**src/rtl/sint_varint_decoder.sv**
```systemverilog
// -----------------------------------------------------------------------------
// sint_varint_decoder
//
// Decodes one protobuf sint32/sint64 field from a stream of varint bytes.
// The bytes arrive least significant group first. The decoder undoes the
// zigzag mapping and presents the signed result sign-extended to 64 bits.
// It also flags varints that run past the byte limit for the field width.
//
// Ports
//   clk        : single clock; all state changes on the rising edge
//   rst        : asynchronous reset, active high
//   in_valid   : in_byte holds a valid wire byte
//   in_byte    : bit 7 = continuation, bits 6:0 = payload group
//   in_ready   : decoder accepts in_byte this cycle (IDLE/ACCUM)
//   is_32      : 1 = sint32 field, 0 = sint64; sampled on the first byte
//   out_valid  : out_val/out_err hold a result (OUT state)
//   out_ready  : consumer accepts the result
//   out_val    : zigzag-decoded two's-complement value
//   out_err    : result is an overlong-varint error (out_val = 0)
// -----------------------------------------------------------------------------
module sint_varint_decoder (
  input  logic        clk,
  input  logic        rst,
  input  logic        in_valid,
  input  logic [7:0]  in_byte,
  output logic        in_ready,
  input  logic        is_32,
  output logic        out_valid,
  input  logic        out_ready,
  output logic [63:0] out_val,
  output logic        out_err
);

  typedef enum logic [1:0] {
    S_IDLE,
    S_ACCUM,
    S_OUT
  } state_e;

  state_e      state_q, state_d;
  logic [63:0] acc_q, acc_d;
  logic [3:0]  cnt_q, cnt_d;
  logic        is32_q, is32_d;
  logic [63:0] val_q, val_d;
  logic        err_q, err_d;

  // Transfer-time view of the varint: a byte taken in IDLE starts from a
  // clean accumulator, index 0 and the freshly sampled field width.
  logic        take;
  logic        first;
  logic [3:0]  idx;
  logic        mode32;
  logic [6:0]  shamt;
  logic [63:0] acc_new;
  logic [3:0]  last_idx;

  assign in_ready  = (state_q != S_OUT);
  assign out_valid = (state_q == S_OUT);
  assign out_val   = val_q;
  assign out_err   = err_q;

  assign take     = in_valid && in_ready;
  assign first    = (state_q == S_IDLE);
  assign idx      = first ? 4'd0 : cnt_q;
  assign mode32   = first ? is_32 : is32_q;
  assign shamt    = 7'(idx) * 7'd7;
  // Payload bits shifted past bit 63 fall off the 64-bit result.
  assign acc_new  = (first ? 64'd0 : acc_q) | ({57'd0, in_byte[6:0]} << shamt);
  assign last_idx = mode32 ? 4'd4 : 4'd9;

  // Zigzag decode: (n >> 1) ^ -(n & 1). In 32-bit mode only n[31:0] is used.
  // The upper accumulator bits are dropped silently.
  function automatic logic [63:0] zigzag(input logic [63:0] n, input logic m32);
    logic [31:0] r32;
    logic [63:0] r64;
    r32 = {1'b0, n[31:1]} ^ {32{n[0]}};
    r64 = {1'b0, n[63:1]} ^ {64{n[0]}};
    return m32 ? {{32{r32[31]}}, r32} : r64;
  endfunction

  // NOTE: every signal assigned here gets a default first, so no path
  // leaves a value unassigned and no latch is inferred.
  always_comb begin
    state_d = state_q;
    acc_d   = acc_q;
    cnt_d   = cnt_q;
    is32_d  = is32_q;
    val_d   = val_q;
    err_d   = err_q;

    case (state_q)
      S_IDLE, S_ACCUM: begin
        if (take) begin
          acc_d  = acc_new;
          cnt_d  = idx + 4'd1;
          is32_d = mode32;
          if (!in_byte[7]) begin
            state_d = S_OUT;
            val_d   = zigzag(acc_new, mode32);
            err_d   = 1'b0;
          end else if (idx == last_idx) begin
            // The last allowed byte still has a continuation bit: report an
            // error now and leave any remaining bytes for the next varint.
            state_d = S_OUT;
            val_d   = 64'd0;
            err_d   = 1'b1;
          end else begin
            state_d = S_ACCUM;
          end
        end
      end
      S_OUT: begin
        if (out_ready) state_d = S_IDLE;
      end
      default: state_d = S_IDLE;
    endcase
  end

  // NOTE: state registers use non-blocking assignments so every flop
  // samples the values from before the edge, whatever the statement order.
  always_ff @(posedge clk or posedge rst) begin
    if (rst) begin
      state_q <= S_IDLE;
      acc_q   <= 64'd0;
      cnt_q   <= 4'd0;
      is32_q  <= 1'b0;
      val_q   <= 64'd0;
      err_q   <= 1'b0;
    end else begin
      state_q <= state_d;
      acc_q   <= acc_d;
      cnt_q   <= cnt_d;
      is32_q  <= is32_d;
      val_q   <= val_d;
      err_q   <= err_d;
    end
  end

endmodule

```
**config.mk**
```make
export PLATFORM = sky130hd
export DESIGN_NAME = sint_varint_decoder
export DESIGN_NICKNAME = d
export VERILOG_FILES = /design/src/rtl/sint_varint_decoder.sv
export SDC_FILE = /design/constraint.sdc
export NUM_CORES = 1
export LEC_CHECK = 0
export ABC_AREA = 1
export CAP_MARGIN = 20
export CORE_UTILIZATION = 55
export DETAILED_ROUTE_END_ITERATION = 8
export PLACE_DENSITY_LB_ADDON = 0.08
export SLEW_MARGIN = 30
export SYNTH_ARGS = -nofsm -noshare
export SYNTH_HDL_FRONTEND = slang
export SYNTH_SLANG_ARGS = --single-unit
export TNS_END_PERCENT = 1
```
**constraint.sdc**
```tcl
create_clock -name clk -period 5 [get_ports clk]
set_input_delay 0.5 -clock clk [delete_from_list [all_inputs] [get_ports clk]]
set_output_delay 0.5 -clock clk [all_outputs]
set_load 0.03 [all_outputs]
```
==> results of run 1 <==
==> routing by layer <==
| layer | vias up | routed length, um | share of wire (%) |
|---|---|---|---|
| li1 | 3226 | - | - |
| met1 | 2955 | 8340 | 49 |
| met3 | 24 | 827 | 4.9 |
| met2 | 194 | 7490 | 44 |
| met5 | - | 0 | 0 |
| met4 | 0 | 316 | 1.9 |
==> how the worst max path moves through the flow <==
| stage | from | to | slack, ps | cells after the start |
|---|---|---|---|---|
| after floorplan | rst | acc_q[0] | 860 | 1 |
| after global placement | in_valid | out_val[31] | 1830 | 7 |
| after detailed placement | in_valid | out_val[56] | 1750 | 7 |
| after CTS | state_q[0] | out_val[18] | 1850 | 10 |
| after global routing | state_q[0] | out_val[13] | 1520 | 10 |
| final | state_q[0] | out_val[18] | 1800 | 10 |
==> flip-flops by register name, summed over array words and instances (netlist names) <==
| register | flops |
|---|---|
| is32_q | 1 |
| out_val | 64 |
| acc_q | 64 |
| out_err | 1 |
| state_q | 2 |
| cnt_q | 4 |
==> layout make-up <==
cell class | instances | area share, %
Sequential cell | 136 | 40.7
Multi-Input combinational cell | 738 | 38.1
Timing Repair Buffer | 88 | 10.4
Clock buffer | 26 | 5.73
Tap cell | 172 | 2.57
Inverter | 43 | 1.99
Clock inverter | 4 | 0.538
==> kinds of logic after synthesis <==
| logic type | count (synthesis) | share of synthesized area [%] |
|---|---|---|
| buffers and inverters | 106 | 7.11 |
| flip-flops | 136 | 48.2 |
| AND/OR/NAND/NOR | 636 | 36.9 |
| XOR/XNOR | 1 | 0.124 |
| AO/OA/AOI/OAI | 101 | 7.61 |
==> worst min-delay path, cell delays in order, from the launching register on <==
cell and delay, ps:
dfrtp_1 330, nand2_1 50, nand2_1 50
==> report_power, final <==
group / leakage [uW] / switching, uW / internal, uW
registers: 0.00177 / 218 / 1480
clock network: 0.000258 / 432 / 701
logic: 0.00204 / 1970 / 904
==> per-stage QoR <==
stage	area (um2)	instances	setup WS [ps]
after CTS	8360	1207	1850
after detailed placement	7840	1177	1750
after floorplan	7060	980	861
after global routing	8370	1207	1520
after global placement	7830	1177	1830
final	8370	1207	1800
==> layout by cell type (no fill, tap or decap), types with 10 or more instances in the layout <==
master and n:
o21ai_0 70, clkbuf_16 17, o21ai_1 10, nand2_1 419, nand3_1 118, inv_1 36, nor2_1 73, clkdlybuf4s50_1 79
nand4_1 14, a31oi_1 11, dfrtp_1 136
==> out/qor.yml, run 1 <==
worst_setup_path:
  cp_num_buf_inv: 3
  regToRegSetupSlack_ps: 1800
  r2r-start: "state_q[0]"
  cp_max_fo: 64
  cp.required_ps: 5310
  start_kind: "register"
  slowest_stage: "buf_4"
  crit_chain: "inv_2, nand2_4, nand2_1, nand3_1, nand2_2, inv_2, buf_4, nand3_1, nand3_1, nand2_1"
  cpMostUsedCell: "nand3_1"
  max_stage_delay_ps: 570
  r2r_cells: 10
  cp-end-kind: "register"
  r2r_end: "out_val[18]"
  crit_type: "register to register"
  crit_family: "simple AND/OR/NAND/NOR gates"
  crit_arrival_ps: 3510
floorplanning:
  pin_count: 80
  fp.dieH_um: 115
  rows: 41
  die_x_um: 115
  dieArea_um2: 13300
  core_area_um2: 12600
  start_util_pct: 56.1
layout:
  final_nets: 1037
  drive_above_1_share_pct: 5.02
  n_fill_cell: 1101
  antenna_cells: 0
  multiInputGateArea_um2: 3190
  regArea_um2: 3400
  final_util_pct: 66.6
  area_growth_pct: 18.6
timing:
  finalMaxSlewViolations: 0
  max-slew-margin-rel_pct: 41.8
  fin_crit_ps: 3200
  setup_viol: 0
  setup_tns_ps: 0
  fin_hold_ws_ps: 465
  clock.fmax_mhz: 312
  finClkSkew_ps: 5.73
  post-route-period-util_pct: 64.0
  finalHoldViolations: 0
  tightest_slew_ps: 870
  rsz0062_at_grt: "no"
global_routing:
  grt_pass1_vias: 5783
  grt_max_degree: 137
  grt-busiest-layer: "met2"
  antenna_found_initial: 0
  grtUsageMet2_pct: 41.1
  grt_util_met3_pct: 4.69
  grt_pass1_wl_um: 28400
  met1_usage_pct: 40.5
  grt.total_usage_pct: 27.7
  gr-total-overflow: 0
logic_synthesis:
  synth_edf_count: 0
  yosys_warnings: 0
  synthDistinctLibCells: 27
  ys.flop_type: "dfrtp_1"
  syn_nets: 993
  async_flop_share_pct: 100
  syn_area_per_cell_um2: 7.20
  netlist_instances: 980
  yosysMostFrequentCell: "nand2_1"
  synth-seq-area-share_pct: 48.2
  synth_area_leaders: "dfrtp_1 48%, nand2_1 22%, nand3_1 8.4%, o21ai_0 5.0%, nor2_1 3.9%"
  ys_ff_latch: 136
  synthTopCellsByCount: "420 x nand2_1, 136 x dfrtp_1, 118 x nand3_1"
  netlist.area_leader.share_pct: 48.2
  synth_area_leader_cell: "dfrtp_1"
  syn_area_um2: 7060
drt:
  wl_um: 17000
  drtPass1Iterations: 5
  ant_nets: 0
  dr_total_vias: 6399
  vias_per_cell: 5.30
  wl_per_cell_um: 14.1
  drc_errors: 0
  drtIter0Drc: 724
clock_tree:
  cts_setup_buffers: 0
  clockBufferDepth: 2
  cts.sink_count: 136
  htreeDepth: 4
  cts_buffers: 17
  path_clk_slew_ps: 60
  cts_root_buffer: "clkbuf_16"
  clock_latency_ps: 420
  cts_tree: "done"
  post_cts_resized: 0
  cts_hold_buf: 0
hold_path:
  hold_depth: 2
  worstHoldStart: "out_val[15]"
  hp-class: "register to register"
  worstHoldEndpoint: "out_val[15]"
power:
  power.total_uw: 5710
  vdd_drop_max_uv: 501
  p_leak_uw: 0.00407
  pwr_density_cell_nw_per_um2: 682
place:
  gp_congestion: 0.834
  place_hpwl_um: 10500
  portBuffers: 79
outcome:
  status: "finished clean"
job:
  max-cap-violations: 0
No activity file was read; power rests on OpenSTA's default activity.
==> run 2: changes to the inputs <==
==> constraint.sdc (replaced) <==
create_clock -name clk -period 3.3 [get_ports clk]
set_input_delay 0.33 -clock clk [delete_from_list [all_inputs] [get_ports clk]]
set_output_delay 0.33 -clock clk [all_outputs]
set_load 0.03 [all_outputs]
==> run 2 against run 1 <==
Against the previous run:
- die area is the same
- critical path depth fell by 1
- cell area increased by 1.2%
- sequential share of layout area is 0.46 points lower
==> out/qor.yml, run 2 (same netlist as run 1, synthesis figures left out) <==
drt:
  maxUsedRoutingLayer: "met4"
  vias_per_cell: 5.32  # +0.44%
  wl_met3_um: 1080  # +31%
  drtPass1Iterations: 6  # +1
  wl_met2_um: 7550  # +0.84%
  wl_met1_um: 8270  # -0.74%
  wl_um: 17200  # +1.5%
  ant_nets: 0  # unchanged
  drc_errors: 0  # unchanged
  wl_per_cell_um: 14.2  # +0.72%
  dr_total_vias: 6475  # +1.2%
  drtIter0Drc: 620  # -14%
layout:
  final_nets: 1046  # +0.87%
  antenna_cells: 0  # unchanged
  final_cell_mix: "419 x nand2_1, 136 x dfrtp_1, 118 x nand3_1"
  layout_commonest_cell: "nand2_1"
  area_growth_pct: 19.9
  final_cells: 1216  # +0.75%
  drive_above_1_share_pct: 5.84  # +0.82 points
timing:
  fin_crit_ps: 2430  # -771 ps
  setup_viol: 0  # unchanged
  finalHoldViolations: 0  # unchanged
  clock.fmax_mhz: 411  # +32%
  finalMaxSlewViolations: 0  # unchanged
  rsz0062_at_grt: "no"
  finClkSkew_ps: 8.07  # +2.34 ps
  post-route-period-util_pct: 73.7  # +9.6 points
  setup_tns_ps: 0  # unchanged
  tightest_slew_ps: 727  # -143 ps
  max-slew-margin-rel_pct: 51.6  # +9.7 points
place:
  place_hpwl_um: 10700  # +1.2%
  placedCellCount: 1186  # +0.76%
  portBuffers: 79  # unchanged
  gp_congestion: 0.855  # +2.6%
job:
  max-cap-violations: 0  # unchanged
worst_setup_path:
  crit_type: "register to register"
  start_kind: "register"
  cp_max_fo: 64  # unchanged
  max_stage_delay_ps: 560  # about the same
  cp.required_ps: 3620  # -1690 ps
  crit_chain: "inv_2, nand2_4, buf_4, nand2_1, nand2_2, buf_4, o21ai_0, nand3_1, nand2_1"
  crit_arrival_ps: 2750  # -760 ps
  r2r-start: "state_q[0]"
  slowest_stage: "buf_4"
  crit_start: "state_q[0]"
  cp-end-kind: "register"
clock_tree:
  cts_root_buffer: "clkbuf_16"
  post_cts_resized: 0  # unchanged
  htreeDepth: 4  # unchanged
  path_clk_slew_ps: 60  # about the same
  cts_setup_buffers: 0  # unchanged
  cts_tree: "done"
  clock_latency_ps: 420  # about the same
  cts_buffers: 17  # unchanged
  cts_hold_buf: 0  # unchanged
  clockBufferDepth: 2  # unchanged
  cts.sink_count: 136  # unchanged
floorplanning:
  rows: 41  # unchanged
  pin_count: 80  # unchanged
  dieArea_um2: 13300  # unchanged
  fp.dieH_um: 115  # unchanged
  core_area_um2: 12600  # unchanged
  start_util_pct: 56.1  # unchanged
  die_x_um: 115  # unchanged
power:
  pwr_density_cell_nw_per_um2: 1040  # +52%
  p_leak_uw: 0.00412  # +1.3%
  vdd_drop_max_uv: 500  # -0.11%
  power.total_uw: 8780  # +54%
global_routing:
  grt.total_usage_pct: 28.3  # +0.60 points
  grt_pass1_wl_um: 29100  # +2.4%
  antenna_found_initial: 0  # unchanged
  grt_pass1_vias: 5808  # +0.43%
  gr-total-overflow: 0  # unchanged
  grt_max_degree: 137  # unchanged
outcome:
  status: "finished clean"
hold_path:
  hp-class: "input pin to async pin"
## run 2: final cells by class
type | count | area, um2
clock buffers | 27 | 513
clock inverters | 3 | 15.0
fillers | 1057 | 4110
inverters | 43 | 168
multi-input cells | 738 | 3170
flip-flops and latches | 136 | 3400
well taps | 172 | 215
repair buffers | 97 | 976
## run 2: critical path: cells and delay by family, from the launching register on
family / cells / cell delay, ps
simple gates: 5 / 640
flops: 1 / 450
buf+inv: 3 / 1010
compound gates: 1 / 200
## run 2: per-layer routing
metal	global-route usage (%)	up-vias
met2	42.5	219
met3	4.74	27
li1	-	3246
met5	0	-
met4	10.4	0
met1	41.4	2983
## run 2: power by group
part / leakage [uW] / switching [uW] / internal (uW) / total, uW
clock network: 0.000263 / 665 / 1050 / 1710
registers: 0.00177 / 335 / 2250 / 2590
logic: 0.00209 / 3010 / 1480 / 4490
## run 2: path summary, 6_finish.rpt
kind,to,slack (ps),depth (start not counted)
min,out_val[17],450,3
max reg2reg,out_val[11],870,9
min in group clk,out_val[26],470,2
min reg2reg,out_val[26],470,2
max,out_val[11],870,9
max in group asynchronous,acc_q[47],2290,3
## run 2: metrics by stage
step | cell area [um2] | hold slack, ps | util, % | worst slack (ps)
6_report | 8460 | 455 | 67.3 | 869
5_1_grt | 8460 | 484 | 67.3 | 600
4_1_cts | 8460 | 471 | 67.3 | 885
3_5_place_dp | 7930 | 457 | 63.1 | 888
3_3_place_gp | 7930 | 454 | 63.1 | 950
2_1_floorplan | 7060 | 418 | - | 1280
